## src/rtl/clock_out_multi_controller.sv

```systemverilog
// Multi-channel divided-clock generator with glitch-free period/duty updates.
// Updates apply at a period boundary, on sync, or at once on an idle channel.
module clock_out_multi_controller #(
  parameter int CLOCK_WIDTH = 8,
  parameter int NCHANNELS   = 4
) (
  input  logic                   clock,
  input  logic                   reset,
  input  logic                   wr_en,
  input  logic [3:0]             wr_chn,
  input  logic [CLOCK_WIDTH-1:0] wr_div,
  input  logic [CLOCK_WIDTH:0]   wr_high,
  input  logic                   sync,
  output logic [NCHANNELS-1:0]   out,
  output logic [NCHANNELS-1:0]   pending
);

  localparam int CW = CLOCK_WIDTH;
  localparam logic [CW-1:0] DIV_OFF = '1;
  localparam logic [CW:0]   ONE     = (CW+1)'(1);

  // Effective high time; the last phase of a period is always {div, 1'b1}.
  function automatic logic [CW:0] eff_high(input logic [CW-1:0] div,
                                           input logic [CW:0]   high);
    logic [CW:0] last_phase;
    last_phase = {div, 1'b1};
    if (high == '0)
      eff_high = {1'b0, div} + ONE;
    else if (high > last_phase)
      eff_high = last_phase;
    else
      eff_high = high;
  endfunction

  for (genvar g = 0; g < NCHANNELS; g++) begin : g_chn
    logic [CW-1:0] act_div;
    logic [CW:0]   act_high;
    logic [CW-1:0] pnd_div;
    logic [CW:0]   pnd_high;
    logic          pnd_q;
    logic [CW:0]   cnt;
    logic          out_q;

    logic          hit;
    logic          idle;
    logic          at_end;
    logic          apply;
    logic [CW-1:0] new_div;
    logic [CW:0]   new_high;
    logic [CW:0]   cnt_inc;

    // NOTE: every always_comb output gets a default first so no latch is inferred.
    always_comb begin
      hit      = wr_en && (wr_chn == 4'(g));
      idle     = (act_div == DIV_OFF);
      at_end   = !idle && (cnt == {act_div, 1'b1});
      cnt_inc  = cnt + ONE;
      new_div  = act_div;
      new_high = act_high;
      if (hit) begin
        new_div  = wr_div;
        new_high = wr_high;
      end else if (pnd_q) begin
        new_div  = pnd_div;
        new_high = pnd_high;
      end
      // A fresh write beats older pending values whenever an update is taken.
      apply = (idle && hit)
           || (sync && (!idle || pnd_q))
           || (at_end && (pnd_q || hit));
    end

    // NOTE: sequential state uses non-blocking assignments so every channel
    // sees the pre-edge values of its own registers.
    // NOTE: the parameter registers are reset too, so a channel is provably
    // idle (disabled) after reset rather than running on garbage.
    always_ff @(posedge clock or posedge reset) begin
      if (reset) begin
        act_div  <= DIV_OFF;
        act_high <= '0;
        pnd_div  <= DIV_OFF;
        pnd_high <= '0;
        pnd_q    <= 1'b0;
        cnt      <= '0;
        out_q    <= 1'b0;
      end else if (apply) begin
        act_div  <= new_div;
        act_high <= new_high;
        pnd_q    <= 1'b0;
        cnt      <= '0;
        // Effective high time is never zero, so phase 0 is high unless disabled.
        out_q    <= (new_div != DIV_OFF);
      end else if (hit) begin
        pnd_div  <= wr_div;
        pnd_high <= wr_high;
        pnd_q    <= 1'b1;
        cnt      <= cnt_inc;
        out_q    <= (cnt_inc < eff_high(act_div, act_high));
      end else if (idle) begin
        cnt   <= '0;
        out_q <= 1'b0;
      end else if (at_end) begin
        cnt   <= '0;
        out_q <= 1'b1;
      end else begin
        cnt   <= cnt_inc;
        out_q <= (cnt_inc < eff_high(act_div, act_high));
      end
    end

    assign out[g]     = out_q;
    assign pending[g] = pnd_q;
  end

endmodule

```

## config.mk

```make
export PLATFORM = sky130hd
export DESIGN_NAME = clock_out_multi_controller
export DESIGN_NICKNAME = d
export VERILOG_FILES = /design/src/rtl/clock_out_multi_controller.sv
export SDC_FILE = /design/constraint.sdc
export NUM_CORES = 1
export LEC_CHECK = 0
export ABC_AREA = 0
export CAP_MARGIN = 40
export CORE_MARGIN = 3
export CORE_UTILIZATION = 40
export CTS_CLUSTER_DIAMETER = 60
export DETAILED_ROUTE_END_ITERATION = 10
export GPL_TIMING_DRIVEN = 0
export HOLD_SLACK_MARGIN = 0.02
export PLACE_DENSITY_LB_ADDON = 0.08
export SKIP_CTS_REPAIR_TIMING = 1
export SYNTH_ARGS = -nofsm -noshare
export SYNTH_HDL_FRONTEND = slang
export SYNTH_SLANG_ARGS = --single-unit
export TNS_END_PERCENT = 100
```

## constraint.sdc

```tcl
create_clock -name clock -period 11.55 [get_ports clock]
set_input_delay 3.465 -clock clock [delete_from_list [all_inputs] [get_ports clock]]
set_output_delay 3.465 -clock clock [all_outputs]
set_load 0.02 [all_outputs]
```

; ---- Word-level counts from Yosys, hierarchy flattened
; Index checks and enable logic that the tools add are counted.
[totals]
reg_bits = 180
input_bits = 25
out_inout_bits = 8
wordCells = 216
[op_classes]
add_sub_neg = 8
n_lt_le_gt_ge = 12
n_eq_ne = 15
muxes = 88
n_bitwise = 4
reduce_logical = 61
[op_table]
columns = op, n
row1 = 2-to-1 mux 9 bit, 56
row2 = less-than comparator 9 bit, 8
row3 = 2-to-1 mux 8 bit, 8
row4 = "adder 8 x 1 -> 9 bit, second input constant", 4
row5 = "adder 9 x 1 -> 9 bit, second input constant", 4
row6 = == test 9 bit, 4
row7 = > comparator 9 bit, 4
row8 = zero test 9 bit, 4
row9 = "== test 8 bit, second input constant", 4
row10 = "inequality test 8 bit, second input constant", 4
row11 = 2-to-1 mux 1 bit, 24
row12 = logical AND 1 bit, 20
row13 = logical OR 1 bit, 16
row14 = AND reduction 2 bit, 8
row15 = nonzero test 2 bit, 8
row16 = "== test 4 x 2 -> 1 bit, second input constant", 2
row17 = "== test 4 x 1 -> 1 bit, second input constant", 1
row18 = zero test 1 bit, 4
row19 = zero test 4 bit, 1
row20 = inverter 1 bit, 4

; ---- Logic depth before layout (Yosys ltp)
[depth]
depth_word = 12
ltp_mapped = 17
depth_no_buf = 15

; ---- Least setup slack after synthesis
; OpenSTA, ideal clock, no wires.
[synth_path]
path_type = in2reg
startpoint = in sync
endpoint = reg g_chn[1].pnd_high[0]
setup_ns = 0.125
t_arrival_ns = 4.879
required_ns = 11.425
slack_ns = 6.546
cell_stages = 7
path_buffers = 3
path_cell_list = clkbuf_1 inv_1 clkbuf_1 nand2_2 nor2_4 buf_4 mux2_2
[synth_between]
elab_chain_cells = 5
[synth_lines]
columns = item, line_no
row1 = "start, declared", 13  ; input logic sync,
row2 = logical AND 1 bit, 69  ; || (sync && (!idle || pnd_q))
row3 = logical OR 1 bit, 69
row4 = logical OR 1 bit, 70  ; || (at_end && (pnd_q || hit));
row5 = inverter 1 bit (no line), --
row6 = AND reduction 2 bit (no line), --
row7 = "end signal, assigned", 95  ; pnd_high <= wr_high;
row8 = "end, declared", 39  ; logic [CW:0] pnd_high;
; No other way between the ends.
; A chain may end at the register's enable or synchronous reset.

; ---- Worst setup path after layout
[layout_path]
startpoint = in sync
endpoint = reg g_chn[3].out_q
[layout_between]
elab_chain_cells = 4
[layout_lines]
columns = item, line_no
row1 = logical AND 1 bit, 69
row2 = logical OR 1 bit, 69
row3 = logical OR 1 bit, 70
row4 = 2-to-1 mux 1 bit, 86  ; end else if (apply) begin
row5 = "end signal, assigned", 92  ; out_q <= (new_div != DIV_OFF);
row6 = "end signal, assigned", 98  ; out_q <= (cnt_inc < eff_high(act_div, act_high));
row7 = "end signal, assigned", 107  ; out_q <= (cnt_inc < eff_high(act_div, act_high));
row8 = "end, declared", 42  ; logic out_q;
; No other way between the ends.

==> key figures <==
Place
  – Cells after DPL: roughly 1.5k
  – I/O Buffers: 25
  – Pre-CTS setup slack: 5570 ps
  – Final weighted congestion in routability-driven placement: roughly 0.8
  – Detail Placement HPWL: 21,700 um

STA
  – Smallest setup slack after layout: between 5000 and 6000 ps
  – Setup TNS: 0 ps
  – Final period util: between 40% and 50%
  – Final hold violation count: 0
  – Highest Clock Rate: roughly 180 MHz
  – Setup repair after global routing missed its margin: false
  – Setup skew after layout: 12.5 ps
  – Max-slew violation count: 0
  – Slew HR: 48.3%
  – Finish-stage setup viols: 0
  – Period minus WS final: between 5000 and 6000 ps
  – Measured slew at the worst slew-check pin: between 700 and 800 ps

Final layout
  – Layout Cells excl Fill: 1,561
  – Area growth syn-to-layout: 11.7%
  – Share of post-route cells with drive strength above 1: ~22%
  – Number of antenna diodes: 0
  – Top library cells by usage in the layout, fill and taps aside: dfrtp_1, mux2_2, ha_1
  – Leading cell type in the layout, fill and taps excluded: dfrtp_1
  – Number of filler cells placed in the layout: about 2.7k
  – Number of nets in the layout: approximately 1.3k

Worst hold path
  – Origin of the worst min-delay path: g_chn[3].pnd_high[2]
  – Hold Crit Class: register to register

Worst setup path
  – Worst setup path startpoint: sync
  – Biggest fanout along the worst timing path: 10
  – Required time worst endpoint: 11,810 ps
  – Nature of the critical path endpoint: register
  – Worst flop-to-flop path startpoint: g_chn[1].act_div[3]
  – Data arrival, critical path: between 5000 and 6000 ps
  – Type of origin of the critical path: input port
  – Critical Setup Path Class: input port to register

Global route
  – Gr ovfl total: 0
  – Wire length of the first global-routing pass: between 40,000 and 50,000 um
  – Pin count of the biggest net entering global routing: 95
  – Via count of the first global-routing pass: between 8k and 9k
  – Number of antenna violations at the first check in global routing: 0
  – All-Layer GR Usage: between 10% and 20%

Yosys
  – Ys async rst share: 100%
  – Main flop type after synthesis: dfrtp_1
  – Synthesized cell area: around 0.012 mm2
  – Number of library cell types mapped by synthesis: between 70 and 80
  – Net count of the mapped netlist: about 1.2k
  – Number of enable flip-flop cells after synthesis: 0
  – Syn Inst Count: around 1.1k
  – Post-synthesis average cell area: about 10 um2
  – Sequential share of the synthesized area: 39.8%
  – Count of warnings emitted by yosys: 0
  – Number of register bits inferred by synthesis: 180

Clocking
  – Number of sinks on the clock net: between 150 and 200
  – Clock latency on the worst-skew pair: 440 ps
  – Clock transition at path regs: around 80 ps
  – Number of buffers added by the clock tree synthesis step: 17
  – Clock tree from TritonCTS: built
  – CTS H-tree lvls: 4
  – Clock tree root buffer cell: clkbuf_16
  – Clock Path Buffers: 2

Floorplan
  – Number of placement rows: ~60
  – Floorplan die area: slightly above 0.03 mm2
  – Core outline area: approximately 0.028 mm2
  – Total I/O pin count: 33
  – Chip width: 176 um
  – Effective utilization at floorplan: slightly above 40%
  – Height of the die: between 150 and 200 um

Route
  – Routed wire per std cell: between 15 and 20 um
  – Post-route antenna net violation count: 0
  – Via-per-instance ratio: between 5 and 6
  – Detailed router's first-iteration violation count: 503
  – Count of vias placed by the detailed router: about 8.6k
  – Number of optimization iterations in the first detailed-route pass: 5
  – Remaining routing DRC violations: 0
  – Sum of routed wire length over all layers: approximately 30,000 um

Run
  – Maxcap violations: 0

Pwr
  – Part of the total power dissipated in combinational logic: approximately two fifths
  – Pint: approximately 1.6 mW
  – Sequential fraction of design power: 37.8%
  – Part of the total power dissipated in the clock network: between 20% and 30%
  – Worst-case vdd ir drop: 0.000104 V
  – Switching part of the total power: roughly 38%
  – Power per cell area: ~200 mW/mm2
  – Net switching component of the power: around 1.0 mW
  – Total leakage power: 5.45 nW

Outcome
  – Result of the run: finished clean
state kept, by name (all words and copies together), names as in the netlist:
name / cells
g_chn.act_div: 32
g_chn.pnd_q: 4
g_chn.act_high: 36
g_chn.cnt: 36
g_chn.pnd_high: 36
g_chn.out_q: 4
g_chn.pnd_div: 32
synth_stat cells, types with 6 or more instances:
master	number	area share [%]
dfstp_2	64	15
mux2_1	7	0.68
xnor2_1	56	4.3
xor2_1	23	1.8
nor2_1	58	1.9
a2bb2oi_1	39	3.0
nor3b_1	8	0.52
a221oi_1	10	0.76
o22ai_1	45	2.4
a21oi_1	39	1.7
and2_1	7	0.38
mux2_2	83	8.1
a2bb2oi_2	21	2.7
dfrtp_1	116	25
nor2b_1	14	0.76
nor4_1	11	0.60
or3_1	12	0.65
nor3_1	10	0.43
nand2_1	63	2.1
buf_2	15	0.65
nand3b_1	11	0.72
and3_1	24	1.3
inv_1	45	1.5
o21ai_0	59	2.6
buf_4	17	1.1
mux2i_1	6	0.52
clkbuf_1	30	0.98
ha_1	72	7.8
o21a_1	11	0.72
nand3_1	37	1.6
nand4_1	30	1.6
layer usage:
metal	track usage, %	part of all wire [%]	wire, um	vias up
met5	0	0	0	-
met4	3.79	0.97	292	0
met3	3.24	3.1	928	20
met2	31.8	46	13800	116
met1	28.8	50	15000	4248
li1	-	-	-	4238
path summary, 6_finish.rpt:
| kind | to | slack, ps | depth (start not counted) |
|---|---|---|---|
| max | g_chn[3].out_q | 5950 | 6 |
| min | g_chn[3].pnd_high[2] | 500 | 1 |
| max reg2reg | g_chn[1].out_q | 7010 | 16 |
| min reg2reg | g_chn[3].pnd_high[2] | 500 | 1 |
| max in group asynchronous | g_chn[3].act_div[4] | 7100 | 3 |
| min in group asynchronous | g_chn[2].cnt[2] | 3510 | 2 |
cell type report:
class                           count  area [um2]  share of cell area [%]
Multi-Input combinational cell    827        6360                    49.4
Clock inverter                     15         166                    1.29
Sequential cell                   180        4580                    35.7
Inverter                           45         176                    1.37
Clock buffer                       17         425                    3.31
Tap cell                          378         473                    3.68
Timing Repair Buffer               26         278                    2.16
Buffer                             73         398                    3.09
power by group through the flow:
stage / logic [mW] / clock network [mW] / registers (mW)
floorplan: 0.839 / 0 / 0.938
global placement: 1.03 / 0 / 1.01
detailed placement: 1.05 / 0 / 1.01
CTS: 1.06 / 0.611 / 0.999
global route: 1.19 / 0.639 / 1.02
finish: 1.05 / 0.596 / 1.00
through the flow:
stage	utilization, %	hold WS, ps	area (um2)	power [mW]
detailed placement	43.7	482	12300	2.06
floorplan	-	465	11500	1.78
finish	45.8	498	12900	2.64
global placement	43.5	475	12200	2.03
global route	45.8	513	12900	2.85
CTS	45.8	501	12900	2.67
critical path: stages:
cell and delay [ps]:
clkbuf_1 570, inv_1 300, clkbuf_1 410, maj3_1 460, a22oi_2 440, a2bb2oi_1 210
kinds of logic (layout without fill, tap and decap cells):
logic type	count (synthesis)	after routing	share of synthesized area (%)
compound gates	271	271	17.4
xor+xnor	79	79	6.01
fa+ha+maj	75	75	8.09
buf+inv	118	176	4.92
flops	180	180	39.8
mux	96	96	9.33
simple gates	306	306	14.4
No activity file was read; power rests on OpenSTA's default activity.
